## config.mk

```make
export PLATFORM = sky130hd
export DESIGN_NAME = seq_detect_sched
export DESIGN_NICKNAME = d
export VERILOG_FILES = /design/src/rtl/seq_detect_sched.sv
export SDC_FILE = /design/constraint.sdc
export NUM_CORES = 1
export LEC_CHECK = 0
export BUFFER_PORTS_ARGS = -buffer_cell sky130_fd_sc_hd__buf_2
export CORE_MARGIN = 10
export CORE_UTILIZATION = 59
export CTS_CLUSTER_DIAMETER = 120
export DETAILED_ROUTE_END_ITERATION = 6
export PLACE_DENSITY_LB_ADDON = 0.1
export SETUP_SLACK_MARGIN = 0.5
export SLEW_MARGIN = 15
export SYNTH_ARGS = -nofsm -noshare
export SYNTH_HDL_FRONTEND = slang
export SYNTH_SLANG_ARGS = --single-unit
```

## constraint.sdc

```tcl
create_clock -name clk -period 5 [get_ports clk]
set_input_delay 0.5 -clock clk [delete_from_list [all_inputs] [get_ports clk]]
set_output_delay 0.5 -clock clk [all_outputs]
set_load 0.01 [all_outputs]
```

## src/rtl/seq_detect_sched.sv

```systemverilog
// seq_detect_sched: one shared overlapping serial pattern matcher, time-multiplexed
// across NCH serial channels by a round-robin arbiter. Each channel keeps its own
// bit history and fill count, which the matcher reads and updates only when that
// channel is granted.
// Optional feature: define SEQ_SCHED_HITCNT_EN to add per-channel 8-bit saturating
// hit counters and the hit_cnt port.
module seq_detect_sched #(
  parameter int              NCH     = 4,
  parameter int              PLEN    = 4,
  parameter logic [PLEN-1:0] PATTERN = 4'b1010
) (
  input  logic                     clk,
  input  logic                     rst_n,
  input  logic [NCH-1:0]           in_valid,
  input  logic [NCH-1:0]           in_bit,
  output logic [NCH-1:0]           in_ready,
  input  logic [NCH-1:0]           ch_clr,
  output logic                     hit_valid,
  output logic [$clog2(NCH)-1:0]   hit_ch
`ifdef SEQ_SCHED_HITCNT_EN
  ,
  output logic [8*NCH-1:0]         hit_cnt
`endif
);

  localparam int IW = $clog2(NCH);
  localparam int FW = $clog2(PLEN + 1);

  logic [IW-1:0]   rr_ptr_q, rr_ptr_d;
  logic [PLEN-1:0] hist_q [NCH];
  logic [PLEN-1:0] hist_d [NCH];
  logic [FW-1:0]   fill_q [NCH];
  logic [FW-1:0]   fill_d [NCH];
  logic            hit_valid_q, hit_valid_d;
  logic [IW-1:0]   hit_ch_q, hit_ch_d;

  logic [NCH-1:0]  eligible;
  logic [NCH-1:0]  grant;
  logic            grant_any;
  logic [IW-1:0]   grant_idx;
  logic [IW-1:0]   scan_idx;
  logic [PLEN-1:0] new_hist;
  logic [FW-1:0]   new_fill;

  // Round-robin arbiter: scan from the slot after the last grant, first eligible wins.
  // Requests are also gated by rst_n so nothing is granted while reset is held.
  always_comb begin
    grant     = '0;
    grant_any = 1'b0;
    grant_idx = '0;
    scan_idx  = '0;
    eligible  = in_valid & ~ch_clr & {NCH{rst_n}};
    for (int k = 1; k <= NCH; k++) begin
      scan_idx = IW'((int'(rr_ptr_q) + k) % NCH);
      if (!grant_any && eligible[scan_idx]) begin
        grant[scan_idx] = 1'b1;
        grant_any       = 1'b1;
        grant_idx       = scan_idx;
      end
    end
  end

  assign in_ready = grant;

  // Shared matcher: shift the granted bit into its channel's context and test for a hit.
  always_comb begin
    hist_d      = hist_q;
    fill_d      = fill_q;
    rr_ptr_d    = rr_ptr_q;
    hit_valid_d = 1'b0;
    hit_ch_d    = hit_ch_q;
    new_hist    = {hist_q[grant_idx][PLEN-2:0], in_bit[grant_idx]};
    new_fill    = (fill_q[grant_idx] == FW'(PLEN)) ? fill_q[grant_idx]
                                                   : fill_q[grant_idx] + FW'(1);
    for (int i = 0; i < NCH; i++) begin
      if (ch_clr[i]) begin
        hist_d[i] = '0;
        fill_d[i] = '0;
      end
    end
    if (grant_any) begin
      hist_d[grant_idx] = new_hist;
      fill_d[grant_idx] = new_fill;
      rr_ptr_d          = grant_idx;
      if ((new_hist == PATTERN) && (new_fill == FW'(PLEN))) begin
        hit_valid_d = 1'b1;
        hit_ch_d    = grant_idx;
      end
    end
  end

  // Context, arbiter pointer and hit register; pointer resets to NCH-1 so ch0 wins first.
  always_ff @(posedge clk or negedge rst_n) begin
    if (!rst_n) begin
      rr_ptr_q    <= IW'(NCH - 1);
      hit_valid_q <= 1'b0;
      hit_ch_q    <= '0;
      for (int i = 0; i < NCH; i++) begin
        hist_q[i] <= '0;
        fill_q[i] <= '0;
      end
    end else begin
      rr_ptr_q    <= rr_ptr_d;
      hit_valid_q <= hit_valid_d;
      hit_ch_q    <= hit_ch_d;
      for (int i = 0; i < NCH; i++) begin
        hist_q[i] <= hist_d[i];
        fill_q[i] <= fill_d[i];
      end
    end
  end

  assign hit_valid = hit_valid_q;
  assign hit_ch    = hit_ch_q;

`ifdef SEQ_SCHED_HITCNT_EN
  logic [7:0] cnt_q [NCH];
  logic [7:0] cnt_d [NCH];

  // Per-channel saturating hit counters; a clear on the same edge beats a hit.
  always_comb begin
    cnt_d = cnt_q;
    for (int i = 0; i < NCH; i++) begin
      if (ch_clr[i]) begin
        cnt_d[i] = '0;
      end else if (hit_valid_d && (hit_ch_d == IW'(i)) && (cnt_q[i] != 8'hFF)) begin
        cnt_d[i] = cnt_q[i] + 8'd1;
      end
    end
  end

  // Counter registers.
  always_ff @(posedge clk or negedge rst_n) begin
    if (!rst_n) begin
      for (int i = 0; i < NCH; i++) begin
        cnt_q[i] <= '0;
      end
    end else begin
      for (int i = 0; i < NCH; i++) begin
        cnt_q[i] <= cnt_d[i];
      end
    end
  end

  // Pack counters onto the flat output, ch0 in the low byte.
  always_comb begin
    hit_cnt = '0;
    for (int i = 0; i < NCH; i++) begin
      hit_cnt[8*i +: 8] = cnt_q[i];
    end
  end
`endif

endmodule

```

Yosys cells after proc, flatten, opt, wreduce, memory -nomap -nowiden --
Index checks and enable logic that the tools add are counted.
Storage, ports and cells: register bits 33, input port bits 14, output and inout bits 7, logic and storage cells 105
Operators by class: $add $sub $neg 5, order comparisons 11, eq/ne operators 3, muxes and demuxes 55, bitwise operators 7, reductions and logical operators 13
Operator list (count):
- $mux W4 | 9
- $mux W3 | 10
- $bwmux W16 | 1
- $mux W16 | 1
- $lt A2 B3 Y1 const B | 5
- $mux W1 | 15
- $bwmux W12 | 1
- $mux W12 | 1
- $or A4 B4 Y4 | 3
- $bmux W1 S2 | 5
- $logic_and A1 B1 Y1 | 9
- $and A4 B4 Y4 | 2
- $bmux W4 S2 | 1
- $demux W1 S2 | 4
- $demux W4 S2 | 1
- $ge A2 B1 Y1 const B | 4
- $mux W2 | 4
- $bmux W3 S2 | 1
- $demux W3 S2 | 1
- $eq A3 B3 Y1 const B | 2
- $add A2 B1 Y2 const B | 2
- $add A2 B2 Y2 const B | 2
- $eq A4 B4 Y1 const B | 1
- $not A4 Y4 | 1
- other kinds (6) | 8

Longest topological paths before layout --
Gate-level depths: netlist of the first run.
depth in word-level cells 25, gate-level depth with buffers 19, mapped depth without buffers 16

Least setup slack after synthesis of the first run --
No wires, ideal clock.
path kind register to register, start register rr_ptr_q[0], end register hit_ch_q[0], in the netlist hit_ch[0], arrival time 3796 ps, data required time 4873 ps, path slack 1077 ps, cell stages (with the launch flop) 18, buffers on the path 3, path through dfstp_2 > buf_6 > inv_1 > ha_1 > buf_2 > nor2_1 > a211oi_1 > o31a_1 > or2_1 > buf_6 > mux2_4 > ha_1 > and4b_1 > o31ai_2 > mux2_2 > and3_1 > nand3_2 > mux2_1
On the way: word-level cells in the longest chain between the ends 22
Ends and longest elaborated chain:
- start, declared | RTL line 29 | logic [IW-1:0] rr_ptr_q, rr_ptr_d;
- start signal, assigned | RTL line 95 | rr_ptr_q <= IW'(NCH - 1);
- start signal, assigned | RTL line 103 | rr_ptr_q <= rr_ptr_d;
- $add A2 B1 Y2 | RTL line 54 | scan_idx = IW'((int'(rr_ptr_q) + k) % NCH);
- $bmux W1 S2 | RTL line 55 | if (!grant_any && eligible[scan_idx]) begin
- $mux W1 (not written as such) | RTL line 55
- $mux W1 | RTL line 55
- $logic_not A1 Y1 | RTL line 55
- $logic_and A1 B1 Y1 | RTL line 55
- $mux W1 | RTL line 55
- $logic_not A1 Y1 | RTL line 55
- (+5 left out)
- $not A2 Y3 (not written as such) | RTL line 72, 73, 74
- $bmux W3 S2 | RTL line 73, 74
- $mux W3 (not written as such) (2 in series) | RTL line 73, 74
- $add A3 B1 Y3 / $eq A3 B3 Y1 (equally long branches) | RTL line 74, 73
- $mux W3 | RTL line 73 | new_fill = (fill_q[grant_idx] == FW'(PLEN)) ? fill_q[grant_idx]
- $eq A3 B3 Y1 | RTL line 85 | if ((new_hist == PATTERN) && (new_fill == FW'(PLEN))) begin
- $logic_and A1 B1 Y1 | RTL line 85
- $reduce_and A2 Y1 (no source line)
- end signal, assigned | RTL line 105 | hit_ch_q <= hit_ch_d;
- end, declared | RTL line 35 | logic [IW-1:0] hit_ch_q, hit_ch_d;
Parallel ways exist; a longest one is shown, timed or not. The select of a mux whose other input is x is not followed. A chain may end at the register's enable or synchronous reset.

Worst setup path after layout of the first run --
start register rr_ptr_q[0], end register hit_ch_q[1], in the netlist hit_ch[1]
Same word-level chain as after synthesis.

==> metrics.yaml, run 1 <==
fp.dieW_um: 79.99
rr_endpoint: "hit_ch[1]"
r2r_cells: 16
ir_drop_mv: 0.3103
arrival_ns: 4.35
antenna_found_initial: 0
critPathLaunchType: "register"
avgSynthCellArea_um2: 9.651
path_cells: "inv_1 > ha_1 > o21ai_0 > nor2_1 > a311oi_1 > or2_4 > mux2_2 > ha_1 > nor2b_1 > a31oi_1 > nand2_1 > o31ai_2 > mux2_2 > and3_1 > nand3_2 > mux2_1"
cts_tree: "built"
cp_top_family: "multiplexers"
p_leak_nw: 1.052
dieArea_mm2: 0.006398
top_layer_used: "met4"
postLayoutCellArea_mm2: 0.002351
routed_wl_mm: 4.595
crit_slowest_cell: "dfstp_2"
drt_iter0_markers: 91
grt_pass1_vias: 1654
wl_per_cell_um: 15.79
synth_cell_type_count: 54
grt_pass1_wl_mm: 7.679
worst_slew_pin_slew_ns: 0.6643
hold_violations: 0
r2r_slack_ns: 0.86
power_density_mw_per_mm2: 462.0
synth_edf_count: 0
insertion_delay_ns: 0.32
synthFlopType: "dfrtp_1"
post-route-drc-count: 0
fin_tns_setup_ns: 0
slew_headroom_pct: 55.55
dr_wl_met3_um: 195
overflow: 0
post_dp_cell_area_mm2: 0.002248
htreeDepth: 2
fmax_ghz: 0.2414
mappedNetlistArea_mm2: 0.002123
ys_seq_area_share_pct: 34.30
rows: 21
area_growth_pct: 10.72
maxCapViolations: 0
nNetsFinal: 267
path_class: "register to register"
fillers: 261
cp_num_buf_inv: 1
timing.rr.start: "rr_ptr_q[0]"
maxSlewViolCount: 0
wl_met2_mm: 2.228
crit_path_max_fanout: 11
synthesis.nets: 243
clk_pin_slew_ns: 0.10
grt_start_max_net_pins: 25
numCtsBuffers: 5
crit_end: "hit_ch[1]"
io_buffers: 20
wl_met1_mm: 2.077
ys_seq_elements: 29
yosys_warnings: 0
register_area_um2: 728.2
critical_path_required_ns: 5.20
multiInputGateArea_mm2: 0.001297
synthCells: 220
core_region_area_mm2: 0.003416
setup_viol: 0
ant_nets: 0
start_util_pct: 62.16
clk_path_buf_depth: 2
vias_per_cell: 5.835
drive_gt1_share_pct: 22.86
min_period_over_period_pct: 82.85
grt_usage_pct: 15.01
rsz0062_at_grt: "false"
critPathMaxStageDelay_ns: 0.62
clock-sinks: 29
io-pin-count: 21
outcome: "complete, no violations"
fin_worst_skew_ns: 0.008058
diodes: 0
path_depth: 16
hp-class: "primary input to async pin"
hpwl_mm: 3.534
cts_root_buffer: "clkbuf_4"
async_reset_ff_share_pct: 100.0
crit_path_end_kind: "register"
place.gp.congestion: 0.8931
cp-startpoint: "rr_ptr_q[0]"
die_h_um: 79.99
layout_min_cycle_time_ns: 4.143
vias: 1698
firstDrtPassIters: 5
## power breakdown
| part | total, mW | internal [mW] | leakage [nW] | switching (mW) |
|---|---|---|---|---|
| logic | 0.544 | 0.224 | 0.615 | 0.319 |
| registers | 0.345 | 0.289 | 0.391 | 0.0561 |
| clock network | 0.198 | 0.119 | 0.0455 | 0.0782 |
## worst min path at each step
| stage | startpoint | to | slack [ns] | depth (start not counted) |
|---|---|---|---|---|
| after floorplan | rst_n | fill_q[0] | 0.20 | 0 |
| after global placement | rst_n | hist_q[6] | 0.47 | 1 |
| after detailed placement | rst_n | hist_q[5] | 0.47 | 1 |
| after CTS | rst_n | hist_q[5] | 0.11 | 1 |
| after global routing | rst_n | hist_q[4] | 0.12 | 1 |
| final | rst_n | hist_q[5] | 0.12 | 1 |
## timing repair
action | 4_1_cts | 5_1_grt
setup buffers | 0 | 2
resized for setup | 0 | 2
hold buffers | 0 | 0
endpoints found under the setup margin | 0 | 3
## cells in the mapped netlist, types with 5 or more instances
cell	count	share of area, %
mux2i_1	17	8.0
dfrtp_1	27	32
nand2b_1	13	3.8
o21ai_0	25	5.9
nand3_1	6	1.4
nor2_1	7	1.2
ha_1	9	5.3
nand3b_1	11	3.9
inv_1	8	1.4
a22oi_1	8	2.8
nor2b_1	5	1.5
nand2_1	16	2.8
## registers in the layout (all words and copies together), names as in the netlist
name and cells:
fill_q 12, hist_q 12, hit_ch 2, rr_ptr_q 2, hit_valid 1
## cells in the final DEF, fill, tap and decap left out, drive strengths merged, types with 2 or more instances in the layout
master / n
ha: 9
buf: 26
nand2b: 14
o41ai: 2
o21ai: 26
a21oi: 5
a21o: 2
mux2: 8
inv: 10
or3: 3
and4b: 2
a22oi: 8
dfstp: 2
mux2i: 18
nand3b: 11
nand2: 16
nor2: 7
o31ai: 2
clkbuf: 7
a31oi: 4
and2b: 3
or2: 2
nand3: 7
dfrtp: 27
nor3: 2
nor2b: 6
a211oi: 2
## metal layers
metal  global-route usage (%)  vias up
met3                    4.279        9
met5                        0        -
li1                         -      842
met4                    6.338        0
met2                    24.48       43
met1                    17.97      804
## per-stage QoR
step	hold slack (ns)	util, %	total power, mW	setup slack, ns	cells
2_1_floorplan	0.2044	-	0.7597	1.077	220
3_3_place_gp	0.4665	65.82	0.8521	0.6894	281
3_5_place_dp	0.4698	65.82	0.8712	0.5310	281
4_1_cts	0.1137	68.32	1.072	0.5158	289
5_1_grt	0.1210	68.83	1.163	0.5478	291
6_report	0.1170	68.83	1.086	0.8574	291
## cells by family (layout without fill, tap and decap cells)
group / after synthesis / in the layout / synth area share (%)
flops: 29 / 29 / 34.30
mux: 26 / 26 / 13.43
buf+inv: 19 / 44 / 4.714
xor+xnor: 2 / 2 / 1.179
compound gates: 56 / 56 / 18.21
fa+ha+maj: 9 / 9 / 5.304
simple gates: 79 / 79 / 22.86
## final cells by class
class | count | share of cell area [%]
Sequential cell | 29 | 30.97
Clock inverter | 1 | 1.277
Inverter | 10 | 1.597
Timing Repair Buffer | 26 | 6.174
Tap cell | 46 | 2.448
Multi-Input combinational cell | 172 | 55.19
Clock buffer | 7 | 2.342
(Power assumes the default switching activity.)
==> run 2, diff against run 1 <==
--- a/config.mk
+++ b/config.mk
@@ -7,7 +7,7 @@
 export LEC_CHECK = 0
 export BUFFER_PORTS_ARGS = -buffer_cell sky130_fd_sc_hd__buf_2
 export CORE_MARGIN = 10
-export CORE_UTILIZATION = 59
+export CORE_UTILIZATION = 53
 export CTS_CLUSTER_DIAMETER = 120
 export DETAILED_ROUTE_END_ITERATION = 6
 export PLACE_DENSITY_LB_ADDON = 0.1
==> constraint.sdc (replaced) <==
create_clock -name clk -period 3.5 [get_ports clk]
set_input_delay 0.35 -clock clk [delete_from_list [all_inputs] [get_ports clk]]
set_output_delay 0.35 -clock clk [all_outputs]
set_load 0.01 [all_outputs]
==> run 2 against run 1 <==
  * Global-route usage down 0.25 points
  * Wire length up 14%
  * Non-clock buffer count up 22
  * Critical path type unchanged
  * Largest power group unchanged
==> metrics.yaml, run 2 (synthesized netlist as in run 1, its figures left out) <==
outcome: "complete, no violations"
grt_pass1_wl_mm: 8.873  # +16%
core_region_area_mm2: 0.003771  # +10%
maxSlewViolCount: 0  # unchanged
htreeDepth: 2  # unchanged
slew_headroom_pct: 54.15  # -1.4 points
worst_slew_pin_slew_ns: 0.6864  # +0.02207 ns
path_class: "register to register"
ir_drop_mv: 0.4163  # +34%
power_density_mw_per_mm2: 735.3  # +59%
numCtsBuffers: 5  # unchanged
io_buffers: 20  # unchanged
grt_pass1_vias: 1905  # +15%
critPathMaxStageDelay_ns: 0.57  # -0.05 ns
fillers: 274  # +5.0%
layout_commonest_cell: "dfrtp_1"
firstDrtPassIters: 4  # -1
clock-sinks: 29  # unchanged
r2r_cells: 16  # unchanged
fp.dieW_um: 83.30  # +4.1%
critPathLaunchType: "register"
rows: 22  # +4.8%
place.gp.congestion: 0.8824  # -1.2%
post_dp_cell_area_mm2: 0.002394  # +6.5%
nNetsFinal: 289  # +8.2%
setup_viol: 0  # unchanged
grt_start_max_net_pins: 23  # -8.0%
crit_path_end_kind: "register"
hold_violations: 0  # unchanged
rr_endpoint: "hit_ch[0]"
arrival_ns: 3.61  # -0.74 ns
clk_path_buf_depth: 2  # unchanged
ant_nets: 0  # unchanged
area_growth_pct: 25.46
reg_top3: "fill_q: 12 flops, hist_q: 12 flops"
crit_slowest_cell: "dfstp_2"
path_cells: "buf_6 > buf_6 > buf_4 > nor2b_1 > o21ai_1 > a211oi_4 > buf_4 > mux2i_1 > mux2_4 > ha_4 > and4b_1 > o31ai_2 > mux2_4 > and3_4 > nand3_4 > mux2_4"
vias_per_cell: 5.813  # -0.38%
r2r_slack_ns: 0.05  # -0.81 ns
rsz0062_at_grt: "true"
final_cells: 315  # +8.2%
min_period_over_period_pct: 98.63  # +16 points
path_common_cell: "mux2_4"
hpwl_mm: 3.945  # +12%
postLayoutCellArea_mm2: 0.002664  # +13%
maxCapViolations: 0  # unchanged
drive_gt1_share_pct: 33.33  # +10 points
final_cell_mix: "dfrtp_1 (27), buf_4 (23), buf_2 (20)"
p_leak_nw: 1.194  # +14%
critical_path_required_ns: 3.66  # -1.54 ns
fin_worst_skew_ns: 0.005988  # -0.002070 ns
wl_per_cell_um: 16.70  # +5.8%
start_util_pct: 56.30  # -5.9 points
layout_min_cycle_time_ns: 3.452  # -0.6906 ns
antenna_found_initial: 0  # unchanged
die_h_um: 83.30  # +4.1%
diodes: 0  # unchanged
drt_iter0_markers: 93  # +2.2%
cp_top_family: "multiplexers"
post-route-drc-count: 0  # unchanged
hold_buffers: 0  # unchanged
cp_num_buf_inv: 4  # +3
dp_cells: 295  # +5.0%
dieArea_mm2: 0.006938  # +8.4%
timing.rr.start: "rr_ptr_q[0]"
crit_path_max_fanout: 6  # -5
insertion_delay_ns: 0.28  # -0.04 ns
grt_usage_pct: 14.76  # -0.25 points
cts_tree: "built"
hp-class: "primary input to async pin"
vias: 1831  # +7.8%
overflow: 0  # unchanged
total_power_mw: 1.959  # +80%
fmax_ghz: 0.2897  # +20%
io-pin-count: 21  # unchanged
cts_root_buffer: "clkbuf_8"
routed_wl_mm: 5.261  # +14%
clk_pin_slew_ns: 0.06  # -0.04 ns
run 2: changes by cell type in the layout (fill, tap and decap cells not counted), sizes merged:
| cell | change |
|---|---|
| buf | +22 |
| clkinvlp | +1 |
| inv | -1 |
run 2: metal layers:
metal / up-vias / GRT usage [%] / wire, um / part of all wire (%)
met4: 0 / 5.538 / 87 / 1.7
met5: - / 0 / 0 / 0
li1: 887 / - / - / -
met1: 893 / 17.37 / 2358 / 45
met3: 9 / 4.004 / 233 / 4.4
met2: 42 / 24.79 / 2581 / 49
run 2: area by class of cell:
cell class	instances	area (um^2)	share of cell area [%]
multi-input combinational	172	1389	52.14
sequential	29	728.2	27.34
timing repair buffer	48	329.1	12.35
clock buffer	7	86.33	3.241
tap	48	60.06	2.255
inverter	10	41.29	1.550
clock inverter	1	30.03	1.127
run 2: power by group:
group | internal (mW) | switching, mW | leakage [nW]
Combinational | 0.544 | 0.576 | 0.744
Clock | 0.232 | 0.125 | 0.0585
Sequential | 0.413 | 0.0695 | 0.391
Total | 1.19 | 0.770 | 1.19
run 2: how the worst max path moves through the flow:
stage / start / endpoint / slack [ns] / cells after the start
finish: rr_ptr_q[0] / hit_ch[0] / 0.05 / 16
global route: rr_ptr_q[0] / hit_ch[0] / -0.09 / 16
CTS: rr_ptr_q[0] / hit_ch[0] / 0.03 / 17
detailed placement: rr_ptr_q[0] / hit_ch[1] / -0.01 / 13
global placement: rr_ptr_q[0] / hit_ch[1] / 0.06 / 16
floorplan: rr_ptr_q[0] / hit_ch[0] / -0.24 / 17
run 2: what timing repair did:
| action | in CTS | in global routing |
|---|---|---|
| setup endpoints to repair | 6 | 16 |
| buffers inserted | 3 | 9 |
| resized for setup | 5 | 12 |
| pin swaps | 5 | 4 |
run 2: metrics by stage:
| stage | hold WS [ns] | TNS [ns] | setup WS (ns) | utilization [%] |
|---|---|---|---|---|
| global placement | 0.4223 | 0 | 0.05768 | 63.47 |
| finish | 0.1474 | 0 | 0.04799 | 70.64 |
| CTS | 0.1385 | 0 | 0.02812 | 67.62 |
| detailed placement | 0.4297 | -0.02811 | -0.01497 | 63.47 |
| global route | 0.1787 | -0.2017 | -0.08963 | 70.64 |
| floorplan | 0.05441 | -0.4857 | -0.2429 | - |
==> run 3, diff against run 2 <==
--- a/config.mk
+++ b/config.mk
@@ -5,7 +5,7 @@
 export SDC_FILE = /design/constraint.sdc
 export NUM_CORES = 1
 export LEC_CHECK = 0
-export BUFFER_PORTS_ARGS = -buffer_cell sky130_fd_sc_hd__buf_2
+export BUFFER_PORTS_ARGS = -buffer_cell sky130_fd_sc_hd__buf_4
 export CORE_MARGIN = 10
 export CORE_UTILIZATION = 53
 export CTS_CLUSTER_DIAMETER = 120
==> run 3 against run 2 <==
  * Power fell by 2.5%
  * Critical path depth down 1
  * Worst hold slack better by 0.028 ns
  * Global-route usage increased by 0.50 points
  * Final cell count did not move
  * First-iteration DRC count fell by 3.2%
  * Final area up 1.8%
  * Flip-flop and latch count stayed put
  * Sequential share of layout area down 0.49 points
  * Wire length increased by 3.3%
==> metrics.yaml, run 3 (synthesized netlist as in run 1, its figures left out) <==
reg_top3: "fill_q: 12 flops, hist_q: 12 flops"
dr_wl_met3_um: 298  # +28%
rows: 22  # unchanged
critical_path_required_ns: 3.66  # about the same
antenna_found_initial: 0  # unchanged
critPathMaxStageDelay_ns: 0.57  # about the same
drive_gt1_share_pct: 36.33  # +3.0 points
grt_pass1_wl_mm: 9.018  # +1.6%
p_leak_nw: 1.195  # about the same
overflow: 0  # unchanged
htreeDepth: 2  # unchanged
cts_tree: "built"
power_frac_comb_pct: 60.1  # +2.9 points
min_period_over_period_pct: 99.73  # +1.1 points
start_util_pct: 56.30  # unchanged
wl_per_cell_um: 17.26  # +3.3%
path_common_cell: "mux2_4"
insertion_delay_ns: 0.28  # about the same
p_int_mw: 1.128  # -5.1%
routed_wl_mm: 5.436  # +3.3%
diodes: 0  # unchanged
rsz0062_at_grt: "true"
fin_worst_skew_ns: 0.003446  # -0.002542 ns
drt_iter0_markers: 90  # -3.2%
worst_slew_pin_slew_ns: 0.7343  # +0.04789 ns
r2r_cells: 15  # -1
clk_path_buf_depth: 2  # unchanged
r2r_slack_ns: 0.009  # -0.04 ns
setup_viol: 0  # unchanged
hold_violations: 0  # unchanged
power_density_mw_per_mm2: 704.0  # -4.3%
nNetsFinal: 289  # unchanged
wl_met2_mm: 2.686  # +4.1%
arrival_ns: 3.65  # +0.04 ns
path_depth: 15  # -1
crit_path_max_fanout: 6  # unchanged
path_cells: "clkinvlp_4 > ha_4 > a211oi_1 > o31a_1 > or2_4 > mux2_4 > ha_4 > nor2b_1 > a31oi_1 > nand2_1 > o31ai_4 > mux2_4 > and3_4 > nand3_4 > mux2_4"
layout_min_cycle_time_ns: 3.491  # +0.03853 ns
vias_per_cell: 5.775  # -0.66%
hp-class: "primary input to async pin"
core_region_area_mm2: 0.003771  # unchanged
ir_drop_mv: 0.4486  # +7.8%
final_cell_mix: "buf_4 (42), dfrtp_1 (27), o21ai_0 (18)"
crit_slowest_cell: "dfstp_2"
rr_endpoint: "hit_ch[0]"
critPathLaunchType: "register"
firstDrtPassIters: 5  # +1
hpwl_mm: 3.856  # -2.2%
maxSlewViolCount: 0  # unchanged
ant_nets: 0  # unchanged
path_class: "register to register"
area_growth_pct: 27.75
io-pin-count: 21  # unchanged
crit_path_end_kind: "register"
cp-startpoint: "rr_ptr_q[0]"
outcome: "complete, no violations"
finish.utilization_pct: 71.93  # +1.3 points
grt_start_max_net_pins: 23  # unchanged
seqPwrFrac_pct: 25.4  # +0.8 points
layout_commonest_cell: "buf_4"
final_cells: 315  # unchanged
fmax_ghz: 0.2865  # -1.1%
dp_cells: 293  # -0.68%
maxCapViolations: 0  # unchanged
grt_usage_pct: 15.26  # +0.50 points
wl_met1_mm: 2.352  # -0.25%
clk_pin_slew_ns: 0.06  # about the same
vias: 1819  # -0.66%
top_layer_used: "met4"
cp_num_buf_inv: 1  # -3
dieArea_mm2: 0.006938  # unchanged
hold_ws_ns: 0.1756  # +0.02812 ns
p_clk_share_pct: 14.5  # -3.7 points
clock-sinks: 29  # unchanged
post-route-drc-count: 0  # unchanged
total_power_mw: 1.910  # -2.5%
fp.dieW_um: 83.30  # unchanged
timing.rr.start: "rr_ptr_q[0]"
io_buffers: 20  # unchanged
grt_pass1_vias: 1883  # -1.2%
switching_share_pct: 40.95  # +1.6 points
cp_top_family: "multiplexers"
slew_headroom_pct: 50.87  # -3.3 points
numCtsBuffers: 5  # unchanged
cts_root_buffer: "clkbuf_8"
fin_tns_setup_ns: 0  # unchanged
p_sw_mw: 0.7820  # +1.5%
crit_end: "hit_ch[0]"
place.gp.congestion: 0.8234  # -6.7%
die_h_um: 83.30  # unchanged
## run 3: stage by stage
| step | setup slack, ns | cell area (um^2) |
|---|---|---|
| final | 0.009461 | 2713 |
| after global routing | -0.1295 | 2713 |
| after CTS | 0.09172 | 2618 |
| after detailed placement | -0.06467 | 2429 |
| after global placement | 0.02090 | 2429 |
| after floorplan | -0.2429 | 2182 |
## run 3: worst min-delay path by stage
stage          startpoint   endpoint  slack (ns)
3_5_place_dp        rst_n  fill_q[5]        0.23
2_1_floorplan       rst_n  fill_q[0]        0.05
5_1_grt             rst_n  fill_q[0]        0.19
6_report            rst_n  fill_q[0]        0.18
4_1_cts             rst_n  fill_q[2]        0.17
3_3_place_gp        rst_n  fill_q[5]        0.22
## run 3: what timing repair did
action	4_1_cts	5_1_grt
endpoints found under the setup margin	8	14
endpoints found under the hold margin	8	0
pin swaps	6	8
gates cloned	0	0
resized for setup	8	18
hold buffers	1	0
buffers inserted	8	5
## run 3: final cells by class
class	instances	area [um^2]
Inverter	10	41.29
Timing Repair Buffer	48	381.6
Sequential cell	29	728.2
Fill cell	270	1059
Clock buffer	8	90.09
Tap cell	48	60.06
Multi-Input combinational cell	172	1411
## run 3: per-layer routing
metal	global-route usage, %	up-vias
met5	0	-
met4	6.462	0
met3	4.688	12
met2	24.23	52
met1	18.52	871
li1	-	884
## run 3: power groups by stage
stage	sequential [mW]	combinational (mW)	clock [mW]
floorplan	0.472	0.684	0
global placement	0.481	0.905	0
detailed placement	0.485	0.931	0
CTS	0.482	1.02	0.283
global route	0.496	1.24	0.299
finish	0.485	1.15	0.277
